$ cat config.mk
export PLATFORM = sky130hd
export DESIGN_NAME = i2s_tx_serializer
export DESIGN_NICKNAME = d
export VERILOG_FILES = /design/src/rtl/i2s_tx_serializer.sv
export SDC_FILE = /design/constraint.sdc
export NUM_CORES = 1
export LEC_CHECK = 0
export ABC_AREA = 1
export BUFFER_PORTS_ARGS = -buffer_cell sky130_fd_sc_hd__buf_2
export CORE_ASPECT_RATIO = 1.25
export CORE_MARGIN = 5
export CORE_UTILIZATION = 54
export CTS_BUF_LIST = sky130_fd_sc_hd__clkbuf_8 sky130_fd_sc_hd__clkbuf_16
export DETAILED_ROUTE_END_ITERATION = 12
export PLACE_DENSITY = 0.81
export SYNTH_ARGS = -nofsm -noshare
export SYNTH_HDL_FRONTEND = slang
export SYNTH_SLANG_ARGS = --single-unit
$ cat constraint.sdc
create_clock -name sck -period 2.3 [get_ports sck]
set_input_delay 0.345 -clock sck [delete_from_list [all_inputs] [get_ports sck]]
set_output_delay 0.345 -clock sck [all_outputs]
set_load 0.1 [all_outputs]
$ cat src/rtl/i2s_tx_serializer.sv
// I2S transmit serializer: left/right holding registers, a slot-edge-driven shift FSM and MSB-first
// output. Define I2S_TX_UNDERRUN_EN to enable the underrun pulse and its saturating counter.
module i2s_tx_serializer #(
  parameter int unsigned DATA_WIDTH = 16
) (
  input  logic                  sck,
  input  logic                  rst,
  input  logic                  lrck,
  input  logic [DATA_WIDTH-1:0] ldata,
  input  logic [DATA_WIDTH-1:0] rdata,
  input  logic                  l_vld,
  input  logic                  r_vld,
  output logic                  dacdat,
  output logic                  l_req,
  output logic                  r_req,
  output logic                  busy,
  output logic                  underrun,
  output logic [7:0]            underrun_cnt
);

  localparam int unsigned CntW = $clog2(DATA_WIDTH + 1);

  typedef enum logic [1:0] {StWaitSync, StShift, StPad} state_t;

  state_t                state;
  logic                  lrck_d;
  logic [DATA_WIDTH-1:0] l_hold, r_hold, sreg;
  logic                  l_fresh, r_fresh;
  logic [CntW-1:0]       bit_cnt;

  logic                  slot_edge;
  logic [DATA_WIDTH-1:0] sel_hold;
  logic                  sel_fresh, sel_vld;

  // The new lrck value selects the channel being loaded: 0 left, 1 right.
  always_comb begin
    slot_edge = (lrck != lrck_d);
    sel_hold  = lrck ? r_hold  : l_hold;
    sel_fresh = lrck ? r_fresh : l_fresh;
    sel_vld   = lrck ? r_vld   : l_vld;
  end

  // A write wins over the clear on a same-channel load, so the new sample stays fresh.
  always_ff @(posedge sck or posedge rst) begin
    if (rst) begin
      lrck_d  <= 1'b0;
      l_hold  <= '0;
      r_hold  <= '0;
      l_fresh <= 1'b0;
      r_fresh <= 1'b0;
    end else begin
      lrck_d <= lrck;
      if (l_vld) l_hold <= ldata;
      if (r_vld) r_hold <= rdata;
      if (l_vld)                  l_fresh <= 1'b1;
      else if (slot_edge && !lrck) l_fresh <= 1'b0;
      if (r_vld)                  r_fresh <= 1'b1;
      else if (slot_edge && lrck)  r_fresh <= 1'b0;
    end
  end

  always_ff @(posedge sck or posedge rst) begin
    if (rst) begin
      state   <= StWaitSync;
      sreg    <= '0;
      bit_cnt <= '0;
      dacdat  <= 1'b0;
      busy    <= 1'b0;
      l_req   <= 1'b0;
      r_req   <= 1'b0;
    end else begin
      l_req <= 1'b0;
      r_req <= 1'b0;
      if (slot_edge) begin
        // MSB goes out on this edge; the remaining bits sit left-aligned in sreg.
        sreg    <= {sel_hold[DATA_WIDTH-2:0], 1'b0};
        dacdat  <= sel_hold[DATA_WIDTH-1];
        bit_cnt <= CntW'(1);
        state   <= StShift;
        busy    <= 1'b1;
        l_req   <= ~lrck;
        r_req   <= lrck;
      end else begin
        case (state)
          StShift: begin
            if (bit_cnt == CntW'(DATA_WIDTH)) begin
              state  <= StPad;
              busy   <= 1'b0;
              dacdat <= 1'b0;
            end else begin
              dacdat  <= sreg[DATA_WIDTH-1];
              sreg    <= {sreg[DATA_WIDTH-2:0], 1'b0};
              bit_cnt <= bit_cnt + CntW'(1);
            end
          end
          StPad: begin
            dacdat <= 1'b0;
            busy   <= 1'b0;
          end
          default: begin
            dacdat <= 1'b0;
            busy   <= 1'b0;
          end
        endcase
      end
    end
  end

`ifdef I2S_TX_UNDERRUN_EN
  logic underrun_now;
  assign underrun_now = slot_edge && !sel_fresh && !sel_vld;

  always_ff @(posedge sck or posedge rst) begin
    if (rst) begin
      underrun     <= 1'b0;
      underrun_cnt <= 8'd0;
    end else begin
      underrun <= underrun_now;
      if (underrun_now && underrun_cnt != 8'hFF) underrun_cnt <= underrun_cnt + 8'd1;
    end
  end
`else
  logic unused_fresh;
  assign unused_fresh = sel_fresh ^ sel_vld;
  assign underrun     = 1'b0;
  assign underrun_cnt = 8'd0;
`endif

endmodule
==> out/results.ini, run 1 <==
[global_routing]
grt_pass1_vias=2028
grt_max_degree=60
antenna_found_initial=0
grt_pass1_wl_mm=8.80
grt.overflow.total=0
grt_usage=0.170

[clock_network]
numCtsBuffers=9
cts-resized-gates=0
root_buffer=clkbuf_8
cts_tree=yes
clk_pin_slew_ns=0.07
hold_buffers=0
htree_levels=3
clk_latency_ns=0.34
cts_num_sinks=59
clk_path_buf_depth=2
cts_setup_buffers=0

[power_and_ir_drop]
p_int_mw=1.93
vdd_drop_max_uv=428
switching_share=0.293
switching_power_mw=0.799
leakage_nw=1.59
p_clk_frac=0.374
power_density_nw_per_um2=872
p_seq_frac=0.459
finalPower_mw=2.72
comb_power_share=0.167

[logic_synthesis]
synth_area_um2=2760
ys_warn_count=0
synthArstFlopShare=1.00
synth_edf_count=0
synth_seq_cells=59
synth.avg_cell_area_um2=9.62
ys_types=22
ys_seq_area_frac=0.535
ys.flop_type=dfrtp_1
synthCells=287

[drt]
drtIter0Drc=122
wire_per_inst_um=12.9
routed_wl_mm=5.08
via_per_inst=5.04
drtPass1Iterations=4
route.detailed.drc=0
num_vias=1981
ant_nets=0

[layout]
fin_util=0.624
drive_gt1_frac=0.281
finalNetCount=367
nFillCells=450
mostFrequentLayoutCells=nand2_1 (98), dfrtp_1 (59), buf_2 (40), mux2_2 (26), inv_1 (16)
syn_to_final_growth_pct=13.2
antennaDiodeCount=0
instances_no_fill=393
fin_area_um2=3130
mostFrequentLayoutCell=nand2_1

[die]
fp.dieW_um=73.9
fp-row-count=29
core-area_um2=5010
io_pins=50
start_util=0.551
fp.dieH_um=89.9
fp.dieArea_um2=6650

[timing]
fin_tns_setup_ns=0
clock_skew_ns=0.00998
rsz0062_at_grt=no
hold_viol_final=0
setup_viol=0
period_minus_slack_ns=1.59
worstMarginPinSlew_ns=0.715
finalWorstSetupSlack_ns=0.713
slew-limit-headroom=0.523
final-max-slew-violation-count=0
fin_crit_sh=0.690
fmax_mhz=630
whs_ns=0.203

[placement]
pre_cts_slack_ns=0.354
place_area_um2=2910
port_buffers=40
hpwl_mm=3.57
dp_cells=377
place_congestion=0.740

[critical_path]
worstPathArrival_ns=1.86
cp.required_ns=2.57
critical_path_class=in -> reg
startpoint_type=input pin
worst-path-max-fanout=29
endpoint_kind=register

[worst_hold_path]
min_path_type=in -> async

[outcome]
status=finished, final reports clean

[run]
drv_cap=0

flip-flops by register name (all words and copies together), names as in the netlist:
name     flops
dacdat       1
busy         1
sreg        15
r_hold      16
l_req        1
state        2
r_req        1
l_hold      16
lrck_d       1
bit_cnt      5
cell type report:
| class | count | area (um^2) | area share |
|---|---|---|---|
| sequential | 59 | 1480 | 0.472 |
| tap | 62 | 77.6 | 0.0248 |
| clock buffer | 9 | 124 | 0.0396 |
| clock inverter | 7 | 93.8 | 0.0300 |
| multi-input combinational | 195 | 1060 | 0.340 |
| timing repair buffer | 43 | 223 | 0.0713 |
| inverter | 18 | 67.6 | 0.0216 |
layer usage:
layer,GRT usage,up-vias,part of all wire
met5,0,-,0
li1,-,981,-
met1,0.201,943,0.40
met4,0.0725,0,0.021
met2,0.287,48,0.52
met3,0.0424,9,0.053
kinds of logic (layout without fill, tap and decap cells):
group           count (synthesis)  after routing  synth area share
xor+xnor                        1              1           0.00317
other cells                     1              9           0.00136
fa+ha+maj                       4              4            0.0181
buf+inv                        41             77            0.0907
simple gates                  127            127             0.188
compound gates                 28             28            0.0576
flops                          59             59             0.535
mux                            26             26             0.106
cell usage after synthesis (all sizes together), types with 2 or more instances:
cell type	instances	area [um^2]
a21oi	4	20.0
nand4	2	12.5
buf	23	183
dfrtp	59	1480
nand2	102	403
inv	18	67.6
nand3	8	40.0
nor2	15	63.8
mux2	26	293
ha	4	50.1
a31oi	12	75.1
o21ai	12	63.8
worst max-delay path, stage by stage:
cell and delay [ns]:
buf_2 0.29, inv_2 0.07, ha_1 0.41, inv_2 0.38, nor2_1 0.08, a31oi_1 0.15, nand2_1 0.06, nand2_1 0.07
power groups by stage:
stage	Clock (mW)	Combinational, mW	Sequential (mW)
final	1.02	0.455	1.25
after global routing	1.09	0.511	1.26
after CTS	1.05	0.462	1.25
after detailed placement	0	0.462	1.27
after global placement	0	0.443	1.26
after floorplan	0	0.353	1.29
worst paths after layout:
check / slack, ns / depth (start not counted) / from / endpoint
min in group sck: 0.21 / 3 / rdata[1] / r_hold[1]
max reg2reg: 0.72 / 6 / lrck_d / sreg[6]
min: 0.20 / 3 / rst / r_hold[1]
min reg2reg: 0.47 / 2 / busy / busy
max in group asynchronous: 1.62 / 3 / rst / sreg[12]
max: 0.71 / 8 / lrck / sreg[6]
Note: power is estimated with default switching activity, not from simulation.
==> run 2, diff against run 1 <==
--- a/config.mk
+++ b/config.mk
@@ -9,10 +9,10 @@
 export BUFFER_PORTS_ARGS = -buffer_cell sky130_fd_sc_hd__buf_2
 export CORE_ASPECT_RATIO = 1.25
 export CORE_MARGIN = 5
-export CORE_UTILIZATION = 54
+export CORE_UTILIZATION = 50
 export CTS_BUF_LIST = sky130_fd_sc_hd__clkbuf_8 sky130_fd_sc_hd__clkbuf_16
 export DETAILED_ROUTE_END_ITERATION = 12
-export PLACE_DENSITY = 0.81
+export PLACE_DENSITY = 0.79
 export SYNTH_ARGS = -nofsm -noshare
 export SYNTH_HDL_FRONTEND = slang
 export SYNTH_SLANG_ARGS = --single-unit
==> constraint.sdc (replaced) <==
create_clock -name sck -period 1.3 [get_ports sck]
set_input_delay 0.195 -clock sck [delete_from_list [all_inputs] [get_ports sck]]
set_output_delay 0.195 -clock sck [all_outputs]
set_load 0.1 [all_outputs]
==> out/results.ini, run 2 (synthesized netlist as in run 1, its figures left out) <==
[timing]
fin_tns_setup_ns=-0.322  ; -0.322 ns
period_minus_slack_ns=1.39
clock_skew_ns=0.00562  ; -0.00436 ns
hold_viol_final=0  ; unchanged
fin_crit_sh=1.07
fmax_mhz=720
final-max-slew-violation-count=0  ; unchanged
setup_viol=16  ; +16
finalWorstSetupSlack_ns=-0.0891  ; -0.802 ns
rsz0062_at_grt=yes
whs_ns=0.0696  ; -0.133 ns

[power_and_ir_drop]
vdd_drop_max_uv=1030  ; +140%
power_density_nw_per_um2=1390  ; +59%
finalPower_mw=4.73  ; +74%
leakage_nw=1.71  ; +8.0%

[die]
core-area_um2=5410  ; +7.9%
io_pins=50  ; unchanged
fp-row-count=30  ; +3.4%
fp.dieArea_um2=7120  ; +7.0%
fp.dieW_um=76.5  ; +3.4%
start_util=0.511  ; -0.0406
fp.dieH_um=93.1  ; +3.5%

[layout]
top_regs=l_hold x16, r_hold x16, sreg x15
drive_gt1_frac=0.352  ; +0.0708
mostFrequentLayoutCell=nand2_1
antennaDiodeCount=0  ; unchanged
mostFrequentLayoutCells=nand2_1 (84), dfrtp_1 (59), buf_2 (39), mux2_2 (26), inv_1 (18)
syn_to_final_growth_pct=23.6
finalNetCount=380  ; +3.5%
nFillCells=427  ; -5.1%

[run]
drv_cap=0  ; unchanged

[critical_path]
endpoint_kind=register
worst-path-max-fanout=6  ; -79%
worstPathCellList=ha_4, buf_6, nand2_1, nor2_1, a21oi_1
cp_slowest_cell=dfrtp_1
slowest_delay_ns=0.40  ; about the same
startpoint_type=register
worstPathArrival_ns=1.60  ; -0.26 ns
cp.required_ns=1.51  ; -1.06 ns
critical_path_class=reg -> reg
crit_buf_inv=1  ; -2
cp_top_family=flip-flops

[drt]
via_per_inst=5.16  ; +2.4%
wire_per_inst_um=13.6  ; +5.2%
drtPass1Iterations=5  ; +1
route.detailed.drc=0  ; unchanged
ant_nets=0  ; unchanged
num_vias=2105  ; +6.3%
drtIter0Drc=120  ; -1.6%
routed_wl_mm=5.55  ; +9.2%

[global_routing]
grt_pass1_vias=2108  ; +3.9%
antenna_found_initial=0  ; unchanged
grt.overflow.total=0  ; unchanged
grt_pass1_wl_mm=9.26  ; +5.3%
grt_max_degree=60  ; unchanged
grt_usage=0.163  ; -0.00733

[outcome]
violations=setup timing
status=finished with violations

[clock_network]
htree_levels=3  ; unchanged
root_buffer=clkbuf_8
clk_latency_ns=0.33  ; about the same
numCtsBuffers=9  ; unchanged
clk_pin_slew_ns=0.06  ; about the same
cts_tree=yes
clk_path_buf_depth=2  ; unchanged
cts_num_sinks=59  ; unchanged

[placement]
hpwl_mm=3.58  ; +0.44%
place_congestion=0.803  ; +8.5%
port_buffers=40  ; unchanged

[worst_hold_path]
min_path_type=in -> reg

-- run 2: changes by cell type in the layout (fill, tap and decap cells not counted), moves of 3 or more --
cell / delta
nand2_1: -14
nand2_2: +8
buf_4: +5
buf_12: +4
nand2_4: +4
inv_2: -3
nand2_8: +3
-- run 2: per-stage QoR --
| stage | cell area [um^2] | utilization | setup WS [ns] | instances |
|---|---|---|---|---|
| 6_report | 3410 | 0.631 | -0.0891 | 408 |
| 3_5_place_dp | 3040 | 0.563 | -0.129 | 387 |
| 5_1_grt | 3410 | 0.631 | -0.103 | 408 |
| 3_3_place_gp | 3040 | 0.563 | -0.0964 | 387 |
| 4_1_cts | 3270 | 0.604 | -0.000432 | 404 |
| 2_1_floorplan | 2810 | - | 0.00922 | 295 |
-- run 2: path summary, 6_finish.rpt --
path	from	end	slack (ns)	cells after the start
setup / recovery	lrck_d	bit_cnt[0]	-0.09	5
hold / removal	ldata[1]	l_hold[1]	0.07	3
setup reg to reg	lrck_d	bit_cnt[0]	-0.09	5
hold reg to reg	state[0]	state[0]	0.48	2
max in group asynchronous	rst	r_hold[11]	0.56	4
min in group asynchronous	rst	l_hold[1]	0.49	4
-- run 2: tightest hold or removal path: cells and delay by family --
family,cells,cell delay (ns)
AND/OR/NAND/NOR,1,0.04
buffers and inverters,1,0.08
AO/OA/AOI/OAI,1,0.05
-- run 2: layout make-up --
class,instances,area [um^2],share of cell area
inverter,18,81.3,0.0238
multi-input combinational,196,1190,0.350
tap,64,80.1,0.0235
timing repair buffer,55,393,0.115
sequential,59,1480,0.433
clock inverter,6,50.0,0.0147
clock buffer,10,138,0.0403
-- run 2: power by group --
part / total (mW) / internal [mW] / switching [mW] / leakage, nW
sequential: 2.20 / 2.06 / 0.136 / 0.699
combinational: 0.976 / 0.360 / 0.616 / 0.904
clock: 1.55 / 0.906 / 0.647 / 0.111
-- run 2: routing by layer --
layer	track usage	vias to the layer above	part of all wire
met1	0.183	1021	0.40
li1	-	1014	-
met3	0.0434	8	0.055
met2	0.286	62	0.53
met4	0.0758	0	0.015
met5	0	-	0
-- run 2: repair_timing --
item / CTS / global route
gates resized for setup: 9 / 26
gates cloned: 0 / 2
endpoints found under the setup margin: 21 / 22
setup buffers: 0 / 2
pin swaps: 2 / 9
hold buffers: 1 / 0
hold endpoints to repair: 59 / 0
==> run 3, diff against run 2 <==
--- a/config.mk
+++ b/config.mk
@@ -7,7 +7,7 @@
 export LEC_CHECK = 0
 export ABC_AREA = 1
 export BUFFER_PORTS_ARGS = -buffer_cell sky130_fd_sc_hd__buf_2
-export CORE_ASPECT_RATIO = 1.25
+export CORE_ASPECT_RATIO = 0.7
 export CORE_MARGIN = 5
 export CORE_UTILIZATION = 50
 export CTS_BUF_LIST = sky130_fd_sc_hd__clkbuf_8 sky130_fd_sc_hd__clkbuf_16
==> constraint.sdc (replaced) <==
create_clock -name sck -period 1.3 [get_ports sck]
set_input_delay 0.195 -clock sck [delete_from_list [all_inputs] [get_ports sck]]
set_output_delay 0.195 -clock sck [all_outputs]
set_load 0.005 [all_outputs]
==> out/results.ini, run 3 (synthesized netlist as in run 1, its figures left out) <==
[outcome]
status=finished with violations
violations=setup timing

[timing]
rsz0062_at_grt=yes
finalWorstSetupSlack_ns=-0.0167  ; +0.0724 ns
final-max-slew-violation-count=0  ; unchanged
clock_skew_ns=0.00988  ; +0.00426 ns
fin_crit_sh=1.01  ; -0.0557
fmax_mhz=759  ; +5.5%
whs_ns=0.0600  ; -0.00960 ns
hold_viol_final=0  ; unchanged
setup_viol=1  ; -15
period_minus_slack_ns=1.32  ; -0.0724 ns

[die]
io_pins=50  ; unchanged
fp.dieArea_um2=7130  ; +0.20%
core-area_um2=5290  ; -2.2%
fp-row-count=22  ; -27%
fp.dieH_um=72.2  ; -22%
fp.dieW_um=98.8  ; +29%
start_util=0.522  ; +0.0116

[placement]
hpwl_mm=3.80  ; +6.1%
port_buffers=40  ; unchanged
place_congestion=0.773  ; -3.8%

[clock_network]
clk_latency_ns=0.34  ; about the same
htree_levels=3  ; unchanged
cts_tree=yes
root_buffer=clkbuf_8
numCtsBuffers=9  ; unchanged
clk_pin_slew_ns=0.07  ; about the same
cts_setup_buffers=0  ; unchanged
cts_num_sinks=59  ; unchanged
clk_path_buf_depth=2  ; unchanged

[drt]
wire_per_inst_um=13.6  ; -0.25%
route.detailed.drc=0  ; unchanged
drtIter0Drc=111  ; -7.5%
ant_nets=0  ; unchanged
via_per_inst=4.95  ; -4.1%
drtPass1Iterations=4  ; -1
num_vias=2033  ; -3.4%
routed_wl_mm=5.58  ; +0.49%

[power_and_ir_drop]
switching_share=0.258  ; -0.0374
vdd_drop_max_uv=960  ; -6.5%
p_clk_frac=0.396  ; +0.068
power_density_nw_per_um2=1450  ; +4.9%
leakage_nw=1.63  ; -4.7%
p_seq_frac=0.458  ; -0.007
comb_power_share=0.146  ; -0.060
switching_power_mw=1.24  ; -11%
p_int_mw=3.55  ; +6.8%

[worst_hold_path]
min_path_type=in -> reg

[critical_path]
critical_path_class=reg -> reg
r2r_slack_ns=-0.02  ; +0.07 ns
worstPathArrival_ns=1.59  ; about the same
worst-path-max-fanout=29  ; +23
cp.required_ns=1.57  ; +0.06 ns
endpoint_kind=register
startpoint_type=register

[layout]
antennaDiodeCount=0  ; unchanged
nFillCells=446  ; +4.4%
top_regs=l_hold x16, r_hold x16, sreg x15
mostFrequentLayoutCells=nand2_1 (98), dfrtp_1 (59), buf_2 (40), mux2_2 (26), inv_1 (15)
finalNetCount=375  ; -1.3%
syn_to_final_growth_pct=19.5
fin_util=0.624  ; -0.00696
mostFrequentLayoutCell=nand2_1
drive_gt1_frac=0.307  ; -0.0450

[global_routing]
grt_pass1_vias=2044  ; -3.0%
grt_pass1_wl_mm=9.70  ; +4.8%
antenna_found_initial=0  ; unchanged
grt.overflow.total=0  ; unchanged
grt_usage=0.174  ; +0.0108
grt_max_degree=48  ; -20%

[run]
drv_cap=0  ; unchanged

[run 3: cell count changes in the layout (fill, tap and decap cells not counted), sizes merged]
cell,previous run,this run
buf,53,50
clkinvlp,1,2
nand2,103,102
inv,21,18
bufinv,1,2
[run 3: per-stage QoR]
stage / setup slack, ns / area [um^2] / std cells / power [mW] / TNS, ns
3_3_place_gp: -0.0691 / 3030 / 394 / 2.86 / -0.865
5_1_grt: -0.0696 / 3300 / 411 / 5.02 / -0.452
4_1_cts: -0.0180 / 3280 / 411 / 4.83 / -0.0218
6_report: -0.0167 / 3300 / 411 / 4.79 / -0.0167
3_5_place_dp: -0.117 / 3030 / 394 / 2.90 / -1.51
2_1_floorplan: 0.00922 / 2810 / 295 / 2.71 / 0
[run 3: power groups by stage]
| stage | clock (mW) | combinational (mW) | sequential, mW |
|---|---|---|---|
| floorplan | 0 | 0.521 | 2.19 |
| global placement | 0 | 0.650 | 2.21 |
| CTS | 1.93 | 0.707 | 2.20 |
| global route | 1.99 | 0.800 | 2.22 |
| finish | 1.90 | 0.702 | 2.20 |
| detailed placement | 0 | 0.680 | 2.22 |
[run 3: per-layer routing]
| layer | part of all wire | vias up | GRT usage |
|---|---|---|---|
| li1 | - | 999 | - |
| met2 | 0.49 | 66 | 0.286 |
| met3 | 0.067 | 6 | 0.0509 |
| met4 | 0.0084 | 0 | 0.0545 |
| met5 | 0 | - | 0 |
| met1 | 0.44 | 962 | 0.223 |
[run 3: cell type report]
type	count	area, um^2	share of cell area
clock buffers	11	151	0.0459
well taps	72	90.1	0.0273
inverters	18	81.3	0.0246
repair buffers	51	327	0.0990
flip-flops and latches	59	1480	0.447
clock inverters	5	76.3	0.0231
multi-input cells	195	1100	0.333
[run 3: final timing paths]
kind | start | endpoint | depth (start not counted)
hold reg to reg | sreg[9] | sreg[9] | 2
setup / recovery | lrck_d | sreg[4] | 6
setup reg to reg | lrck_d | sreg[4] | 6
hold / removal | rdata[1] | r_hold[1] | 3
min in group asynchronous | rst | r_req | 3
max in group asynchronous | rst | l_hold[5] | 4
[run 3: worst max-delay path: stages, from the launching register on]
cell and delay, ns:
dfrtp_1 0.41, ha_4 0.26, inv_8 0.15, nor2_1 0.08
a31oi_1 0.20, nand2_1 0.08, nand2_1 0.07
[run 3: timing repair]
action                                 CTS  global route
hold buffers                             1             0
endpoints found under the hold margin   12             0
setup endpoints to repair               18            22
gates resized for setup                  5             4
